`config.mk`:
```
export PLATFORM = sky130hd
export DESIGN_NAME = control_funcion_conf
export DESIGN_NICKNAME = d
export VERILOG_FILES = /design/src/rtl/control_funcion_conf.sv
export SDC_FILE = /design/constraint.sdc
export NUM_CORES = 1
export LEC_CHECK = 0
export CAP_MARGIN = 20
export CORE_AREA = 8 8 108 81
export CTS_CLUSTER_SIZE = 10
export DETAILED_ROUTE_END_ITERATION = 10
export DIE_AREA = 0 0 116 89
export HOLD_SLACK_MARGIN = 0.02
export PLACE_DENSITY_LB_ADDON = 0.12
export SYNTH_ARGS = -nofsm -noshare
export SYNTH_HDL_FRONTEND = slang
export SYNTH_SLANG_ARGS = --single-unit
```
`constraint.sdc`:
```
create_clock -name clk -period 3.26 [get_ports clk]
set_clock_uncertainty 0.1 [all_clocks]
set_input_delay 0.652 -clock clk [delete_from_list [all_inputs] [get_ports clk]]
set_output_delay 0.652 -clock clk [all_outputs]
set_load 0.03 [all_outputs]
```
`src/rtl/control_funcion_conf.sv`:
```
// Configuration-mode controller: selects which register bank the buttons edit,
// issues the commit strobe and manages the countdown-display flag.
module control_funcion_conf #(
    parameter int unsigned TIMEOUT_CYC = 500_000_000
) (
    input  logic       clk,
    input  logic       reset,
    input  logic       btn_hora,
    input  logic       btn_fecha,
    input  logic       btn_timer,
    input  logic       btn_ok,
    input  logic       btn_salir,
    input  logic       fin_timer,
    output logic [2:0] funcion_conf,
    output logic       flag_mostrar_count,
    output logic       pulso_guardar
);

    typedef enum logic [2:0] {
        IDLE       = 3'b000,
        CONF_HORA  = 3'b001,
        CONF_FECHA = 3'b010,
        CONF_TIMER = 3'b100
    } state_t;

    localparam logic [28:0] CNT_LAST = 29'(TIMEOUT_CYC - 1);

    state_t      state_q, state_n;
    logic [28:0] cnt_q, cnt_n;
    logic        flag_q, flag_n;
    logic        pulso_q, pulso_n;

    logic hora_q, fecha_q, timer_q, ok_q, salir_q;
    logic ev_hora, ev_fecha, ev_timer, ev_ok, ev_salir, ev_any;

    assign ev_hora  = btn_hora  & ~hora_q;
    assign ev_fecha = btn_fecha & ~fecha_q;
    assign ev_timer = btn_timer & ~timer_q;
    assign ev_ok    = btn_ok    & ~ok_q;
    assign ev_salir = btn_salir & ~salir_q;
    assign ev_any   = ev_hora | ev_fecha | ev_timer | ev_ok | ev_salir;

    // Edge registers reset high so a button held through reset is not an event.
    always_ff @(posedge clk or posedge reset) begin
        if (reset) begin
            hora_q  <= 1'b1;
            fecha_q <= 1'b1;
            timer_q <= 1'b1;
            ok_q    <= 1'b1;
            salir_q <= 1'b1;
        end else begin
            hora_q  <= btn_hora;
            fecha_q <= btn_fecha;
            timer_q <= btn_timer;
            ok_q    <= btn_ok;
            salir_q <= btn_salir;
        end
    end

    always_ff @(posedge clk or posedge reset) begin
        if (reset) begin
            state_q <= IDLE;
            cnt_q   <= '0;
            flag_q  <= 1'b0;
            pulso_q <= 1'b0;
        end else begin
            state_q <= state_n;
            cnt_q   <= cnt_n;
            flag_q  <= flag_n;
            pulso_q <= pulso_n;
        end
    end

    always_comb begin
        state_n = state_q;
        cnt_n   = cnt_q;
        flag_n  = flag_q;
        pulso_n = 1'b0;

        case (state_q)
            IDLE: begin
                cnt_n = '0;
                if (ev_hora)
                    state_n = CONF_HORA;
                else if (ev_fecha)
                    state_n = CONF_FECHA;
                else if (ev_timer)
                    state_n = CONF_TIMER;
                if (ev_salir)
                    flag_n = 1'b0;
            end
            CONF_HORA, CONF_FECHA, CONF_TIMER: begin
                if (ev_salir) begin
                    state_n = IDLE;
                    cnt_n   = '0;
                end else if (ev_ok) begin
                    state_n = IDLE;
                    cnt_n   = '0;
                    if (state_q == CONF_TIMER)
                        flag_n = 1'b1;
                    else
                        pulso_n = 1'b1;
                end else if (ev_any) begin
                    cnt_n = '0;
                end else if (cnt_q == CNT_LAST) begin
                    state_n = IDLE;
                    cnt_n   = '0;
                end else begin
                    cnt_n = cnt_q + 29'd1;
                end
            end
            default: begin
                state_n = IDLE;
                cnt_n   = '0;
            end
        endcase

        if (fin_timer)
            flag_n = 1'b0;
    end

    assign funcion_conf       = state_q;
    assign flag_mostrar_count = flag_q;
    assign pulso_guardar      = pulso_q;

endmodule
```
==> results of run 1 <==
flip-flops by register name, summed over array words and instances, names as in the netlist:
name	flops
cnt_q	29
funcion_conf	3
fecha_q	1
flag_mostrar_count	1
hora_q	1
ok_q	1
pulso_guardar	1
salir_q	1
timer_q	1
worst max-delay path, stage by stage:
cell	delay (ns)
clkdlybuf4s50_1	0.41
nor2b_1	0.16
nor3_1	0.27
nand3b_1	0.16
buf_4	0.20
or4_1	0.49
o32ai_1	0.11
final cells by class:
cell class	count	area [um^2]
clock inverter	2	35.0
multi-input combinational	169	1010
fill	754	4600
inverter	5	18.8
clock buffer	6	82.6
sequential	39	982
tap	98	123
timing repair buffer	19	173
layout by cell type, fill, tap and decap left out, drive strengths merged, types with 6 or more instances in the layout:
master / n
buf: 7
dfrtp: 34
xor2: 12
or3: 7
nand4: 10
clkdlybuf4s50: 12
clkbuf: 6
nor2: 24
nand3: 13
xnor2: 6
a21oi: 11
nor3: 11
nand2: 25
logic make-up (layout without fill, tap and decap cells):
group	after synthesis	after routing	synth area share, %
xor+xnor	18	18	7.71
flops	39	39	48.0
fa+ha+maj	1	1	0.612
buf+inv	11	32	2.39
compound gates	31	31	9.85
simple gates	119	119	31.4
per-layer routing:
metal | vias up | global-route usage (%)
met3 | 2 | 3.10
met4 | 0 | 2.70
met5 | - | 0
li1 | 831 | -
met1 | 818 | 15.2
met2 | 30 | 14.4
path summary, 6_finish.rpt:
check / cells past startpoint / slack [ns] / from / end
worst max-delay path: 7 / 0.88 / btn_hora / cnt_q[26]
worst min-delay path: 1 / 0.36 / cnt_q[0] / cnt_q[0]
worst max register to register: 5 / 1.02 / cnt_q[0] / cnt_q[28]
worst min register to register: 1 / 0.36 / cnt_q[0] / cnt_q[0]
max in group asynchronous: 3 / 2.00 / reset / timer_q
min in group asynchronous: 3 / 0.68 / reset / cnt_q[13]
stage by stage:
stage	setup WS, ns	area, um^2	std cells	power [mW]	utilization, %
6_report	0.884	2430	338	1.11	34.5
5_1_grt	0.722	2430	338	1.15	34.5
4_1_cts	0.870	2430	338	1.12	34.5
3_5_place_dp	0.560	2310	330	0.688	32.9
3_3_place_gp	0.599	2310	330	0.688	32.9
2_1_floorplan	1.10	2040	219	0.628	-
power by group:
part           total [mW]  switching (mW)  leakage, nW  internal (mW)
Clock               0.431           0.182       0.0612          0.248
Combinational       0.148          0.0829        0.283         0.0654
Sequential          0.527          0.0262        0.525          0.501
Total                1.11           0.292        0.870          0.815
==> impl_metrics.env, run 1 <==
export IMPL_synth_ff_type="dfrtp_1"
export IMPL_drive_gt1_share_pct=10.8
export IMPL_crit_type="in2reg"
export IMPL_netlist_area_leader_share_pct=41.6
export IMPL_syn_area_mm2=0.00204
export IMPL_rsz0062_at_grt="no"
export IMPL_ys_top_cells_by_count="dfrtp_1, nand2_1, nor2_1, nand3_1, xor2_1"
export IMPL_yosysWarnings=0
export IMPL_finalSetupViolations=0
export IMPL_tns_ns=0
export IMPL_avgSynthCellArea_um2=9.34
export IMPL_drt_initial_drc_count=83
export IMPL_async_reset_ff_share_pct=100
export IMPL_ir_worst_vdd_v=0.000187
export IMPL_critPathArrivalTime_ns=2.47
export IMPL_track_usage_pct=10.5
export IMPL_synth_cell_types=42
export IMPL_status="finished, final reports clean"
export IMPL_whs_ns=0.361
export IMPL_initial_core_util_pct=29.1
export IMPL_root_buffer="clkbuf_8"
export IMPL_grt_pass1_vias=1633
export IMPL_dr_pass1_iters=4
export IMPL_wl_met3_um=288
export IMPL_startpoint_type="primary input"
export IMPL_synth_nets=228
export IMPL_dieHeight_um=89
export IMPL_n_antenna_cell=0
export IMPL_maxSlewViolCount=0
export IMPL_power_leakage_nw=0.870
export IMPL_hold_path_class="reg2reg"
export IMPL_end_kind="flop"
export IMPL_die_x_um=116
export IMPL_top_layer="met4"
export IMPL_yosys_area_top_type="dfrtp_1"
export IMPL_synth_cells=219
export IMPL_required_ns=3.36
export IMPL_tightestPinTransition_ns=0.854
export IMPL_dr_wl_met2_um=2060
export IMPL_relSlewSlack_pct=42.6
export IMPL_min_period_over_period_pct=72.9
export IMPL_antenna_found_initial=0
export IMPL_grt_pass1_wl_um=8440
export IMPL_postCtsSetupRepairBufs=0
export IMPL_antenna_left=0
export IMPL_rows=26
export IMPL_place_gp_congestion=0.778
export IMPL_cts_htree_levels=2
export IMPL_clock_tree_buffer_depth=2
export IMPL_grt_max_degree=40
export IMPL_drcViolationCount=0
export IMPL_max_cap_violations=0
export IMPL_routedWlPerCell_um=14.9
export IMPL_cp_max_fo=10
export IMPL_clk_latency_ns=0.29
export IMPL_synth_area_leaders="dfrtp_1, dfstp_2, xor2_1, nand2_1, nor2_1"
export IMPL_core_area_mm2=0.00703
export IMPL_dieArea_mm2=0.0103
export IMPL_cts_resized=0
export IMPL_ys_seq_area_share_pct=48.0
export IMPL_period_needed_ns=2.38
export IMPL_drt_total_wl_um=5040
export IMPL_path_clk_slew_ns=0.08
export IMPL_synth_seq_cells=39
export IMPL_vias=1681
export IMPL_power_density_mw_per_mm2=456
export IMPL_grt_ovfl_total=0
export IMPL_yosysMostFrequentCell="dfrtp_1"
export IMPL_clock_sinks=39
export IMPL_synth_enable_flop_cells=0
export IMPL_cts_hold_fix_buffers=0
export IMPL_hpwl_um=3520
export IMPL_io_pins=13
export IMPL_finalHoldViolCount=0
export IMPL_vias_per_cell=4.97
export IMPL_cts_tree="built"
export IMPL_max_freq_mhz=421
export IMPL_wl_met1_um=2670
export IMPL_nets=248
export IMPL_syn_to_final_growth_pct=18.7
export IMPL_io_buffers=12
export IMPL_cts_made_buffers=5
No activity file was read; power rests on OpenSTA's default activity.
==> run 2: changes to the inputs <==
==> constraint.sdc (replaced) <==
create_clock -name clk -period 2.22 [get_ports clk]
set_clock_uncertainty 0.1 [all_clocks]
set_input_delay 0.444 -clock clk [delete_from_list [all_inputs] [get_ports clk]]
set_output_delay 0.444 -clock clk [all_outputs]
set_load 0.03 [all_outputs]
==> run 2 against run 1 <==
  * Highest routed layer unchanged
  * Worst hold slack gained 0.020 ns
  * Wire length grew 7.4%
  * Global-route usage grew 0.97 points
  * Via count grew 7.1%
  * Critical endpoint is now cnt_q[22]
==> impl_metrics.env, run 2 (synthesized netlist as in run 1, its figures left out) <==
export IMPL_status="finished, final reports clean"
export IMPL_tns_ns=0
export IMPL_clk_latency_ns=0.29
export IMPL_n_antenna_cell=0
export IMPL_max_cap_violations=0
export IMPL_period_needed_ns=2.12
export IMPL_rows=26
export IMPL_antenna_left=0
export IMPL_tightestPinTransition_ns=0.396
export IMPL_place_gp_congestion=0.776
export IMPL_relSlewSlack_pct=73.2
export IMPL_crit_path_top_delay_cell="or4_1"
export IMPL_drt_initial_drc_count=137
export IMPL_power_leakage_nw=1.02
export IMPL_instances_no_fill=369
export IMPL_io_pins=13
export IMPL_min_period_over_period_pct=95.4
export IMPL_grt_pass1_wl_um=9110
export IMPL_critPathBufInv=0
export IMPL_drive_gt1_share_pct=21.0
export IMPL_cts_resized=0
export IMPL_cts_htree_levels=2
export IMPL_max_freq_mhz=472
export IMPL_r2r_end="cnt_q[22]"
export IMPL_vias=1801
export IMPL_finalHoldViolCount=0
export IMPL_cts_hold_fix_buffers=0
export IMPL_root_buffer="clkbuf_8"
export IMPL_io_buffers=12
export IMPL_grt_ovfl_total=0
export IMPL_track_usage_pct=11.4
export IMPL_crit_type="reg2reg"
export IMPL_routedWlPerCell_um=14.7
export IMPL_startpoint_type="flop"
export IMPL_dr_pass1_iters=4
export IMPL_dieArea_mm2=0.0103
export IMPL_rr_worst_depth=5
export IMPL_die_x_um=116
export IMPL_final_cell_mix="buf_4, dfrtp_1, nand2_1, nor2_1, nand3_1"
export IMPL_path_clk_slew_ns=0.08
export IMPL_cts_tree="built"
export IMPL_reg2reg_setup_slack_ns=0.10
export IMPL_hpwl_um=4010
export IMPL_end_kind="flop"
export IMPL_cts_made_buffers=5
export IMPL_grt_max_degree=40
export IMPL_clock_tree_buffer_depth=2
export IMPL_critical_path_depth=5
export IMPL_vias_per_cell=4.88
export IMPL_required_ns=2.28
export IMPL_hold_path_class="reg2reg"
export IMPL_nets=279
export IMPL_postCtsSetupRepairBufs=0
export IMPL_core_area_mm2=0.00703
export IMPL_cpPeakStageDelay_ns=0.63
export IMPL_grt_pass1_vias=1733
export IMPL_rsz0062_at_grt="no"
export IMPL_largest_register="cnt_q"
export IMPL_ir_worst_vdd_v=0.000273
export IMPL_antenna_found_initial=0
export IMPL_worstPathCellList="nor4_1 > nand4_1 > or4_1 > a21oi_1 > o32ai_1"
export IMPL_maxSlewViolCount=0
export IMPL_endpoint="cnt_q[22]"
export IMPL_drt_total_wl_um=5410
export IMPL_startpoint="cnt_q[25]"
export IMPL_initial_core_util_pct=29.1
export IMPL_dp_slack_ns=-0.0643
export IMPL_drcViolationCount=0
export IMPL_syn_to_final_growth_pct=29.7
export IMPL_worst_slack_ns=0.101
export IMPL_cp_max_fo=3
export IMPL_r2r_start="cnt_q[25]"
export IMPL_clock_sinks=39
export IMPL_layout_commonest_cell="buf_4"
export IMPL_cpLargestDelayFamily="simple AND/OR/NAND/NOR gates"
export IMPL_critPathArrivalTime_ns=2.18
export IMPL_finalSetupViolations=0
export IMPL_dp_cells=361
export IMPL_dieHeight_um=89
export IMPL_power_density_mw_per_mm2=577
export IMPL_largest_reg_flops=29
-- run 2: cell count changes in the layout (fill, tap and decap cells not counted) --
cell | before | now
buf_12 | 0 | 1
buf_4 | 7 | 37
bufinv_16 | 1 | 0
clkbuf_1 | 0 | 1
or3_1 | 5 | 4
or3_4 | 1 | 2
-- run 2: final cells by class --
cell class              count  area (um^2)
inverters                   5         18.8
flip-flops and latches     39          982
well taps                  98          123
clock buffers               7         86.3
clock inverters             1         5.00
repair buffers             50          418
multi-input cells         169         1020
fillers                   734         4380
-- run 2: per-layer routing --
layer / GRT usage [%] / vias up / wire (um)
met1: 17.0 / 867 / 2910
met2: 15.9 / 32 / 2220
met5: 0 / - / 0
li1: - / 900 / -
met4: 2.46 / 0 / 18
met3: 2.97 / 2 / 264
-- run 2: through the flow --
stage	utilization [%]	hold slack [ns]	total power [mW]	area [um^2]
after global routing	37.7	0.412	1.62	2650
final	37.7	0.381	1.53	2650
after CTS	37.7	0.383	1.56	2650
after global placement	36.4	0.368	1.05	2550
after floorplan	-	0.332	0.923	2040
after detailed placement	36.4	0.371	1.05	2550
-- run 2: power by group --
part / leakage [nW] / internal, mW / switching, mW
Sequential: 0.525 / 0.737 / 0.0142
Combinational: 0.445 / 0.128 / 0.152
Clock: 0.0482 / 0.251 / 0.248
Total: 1.02 / 1.12 / 0.414
-- run 2: worst register-to-register path, cell delays in order, from the launching register on --
cell,delay (ns)
dfrtp_1,0.40
nor4_1,0.37
nand4_1,0.18
or4_1,0.63
a21oi_1,0.20
o32ai_1,0.10
-- run 2: how the worst min path moves through the flow --
stage / from / cells past startpoint / endpoint
3_3_place_gp: cnt_q[0] / 1 / cnt_q[0]
6_report: cnt_q[0] / 1 / cnt_q[0]
2_1_floorplan: cnt_q[0] / 1 / cnt_q[0]
5_1_grt: cnt_q[0] / 1 / cnt_q[0]
3_5_place_dp: cnt_q[0] / 1 / cnt_q[0]
4_1_cts: cnt_q[0] / 1 / cnt_q[0]
==> run 3: changes to the inputs <==
--- a/config.mk
+++ b/config.mk
@@ -5,7 +5,7 @@
 export SDC_FILE = /design/constraint.sdc
 export NUM_CORES = 1
 export LEC_CHECK = 0
-export CAP_MARGIN = 20
+export CAP_MARGIN = 25
 export CORE_AREA = 8 8 108 81
 export CTS_CLUSTER_SIZE = 10
 export DETAILED_ROUTE_END_ITERATION = 10
==> results of run 3 <==
No change in the layout: final DEF, timing and power equal those of run 2.
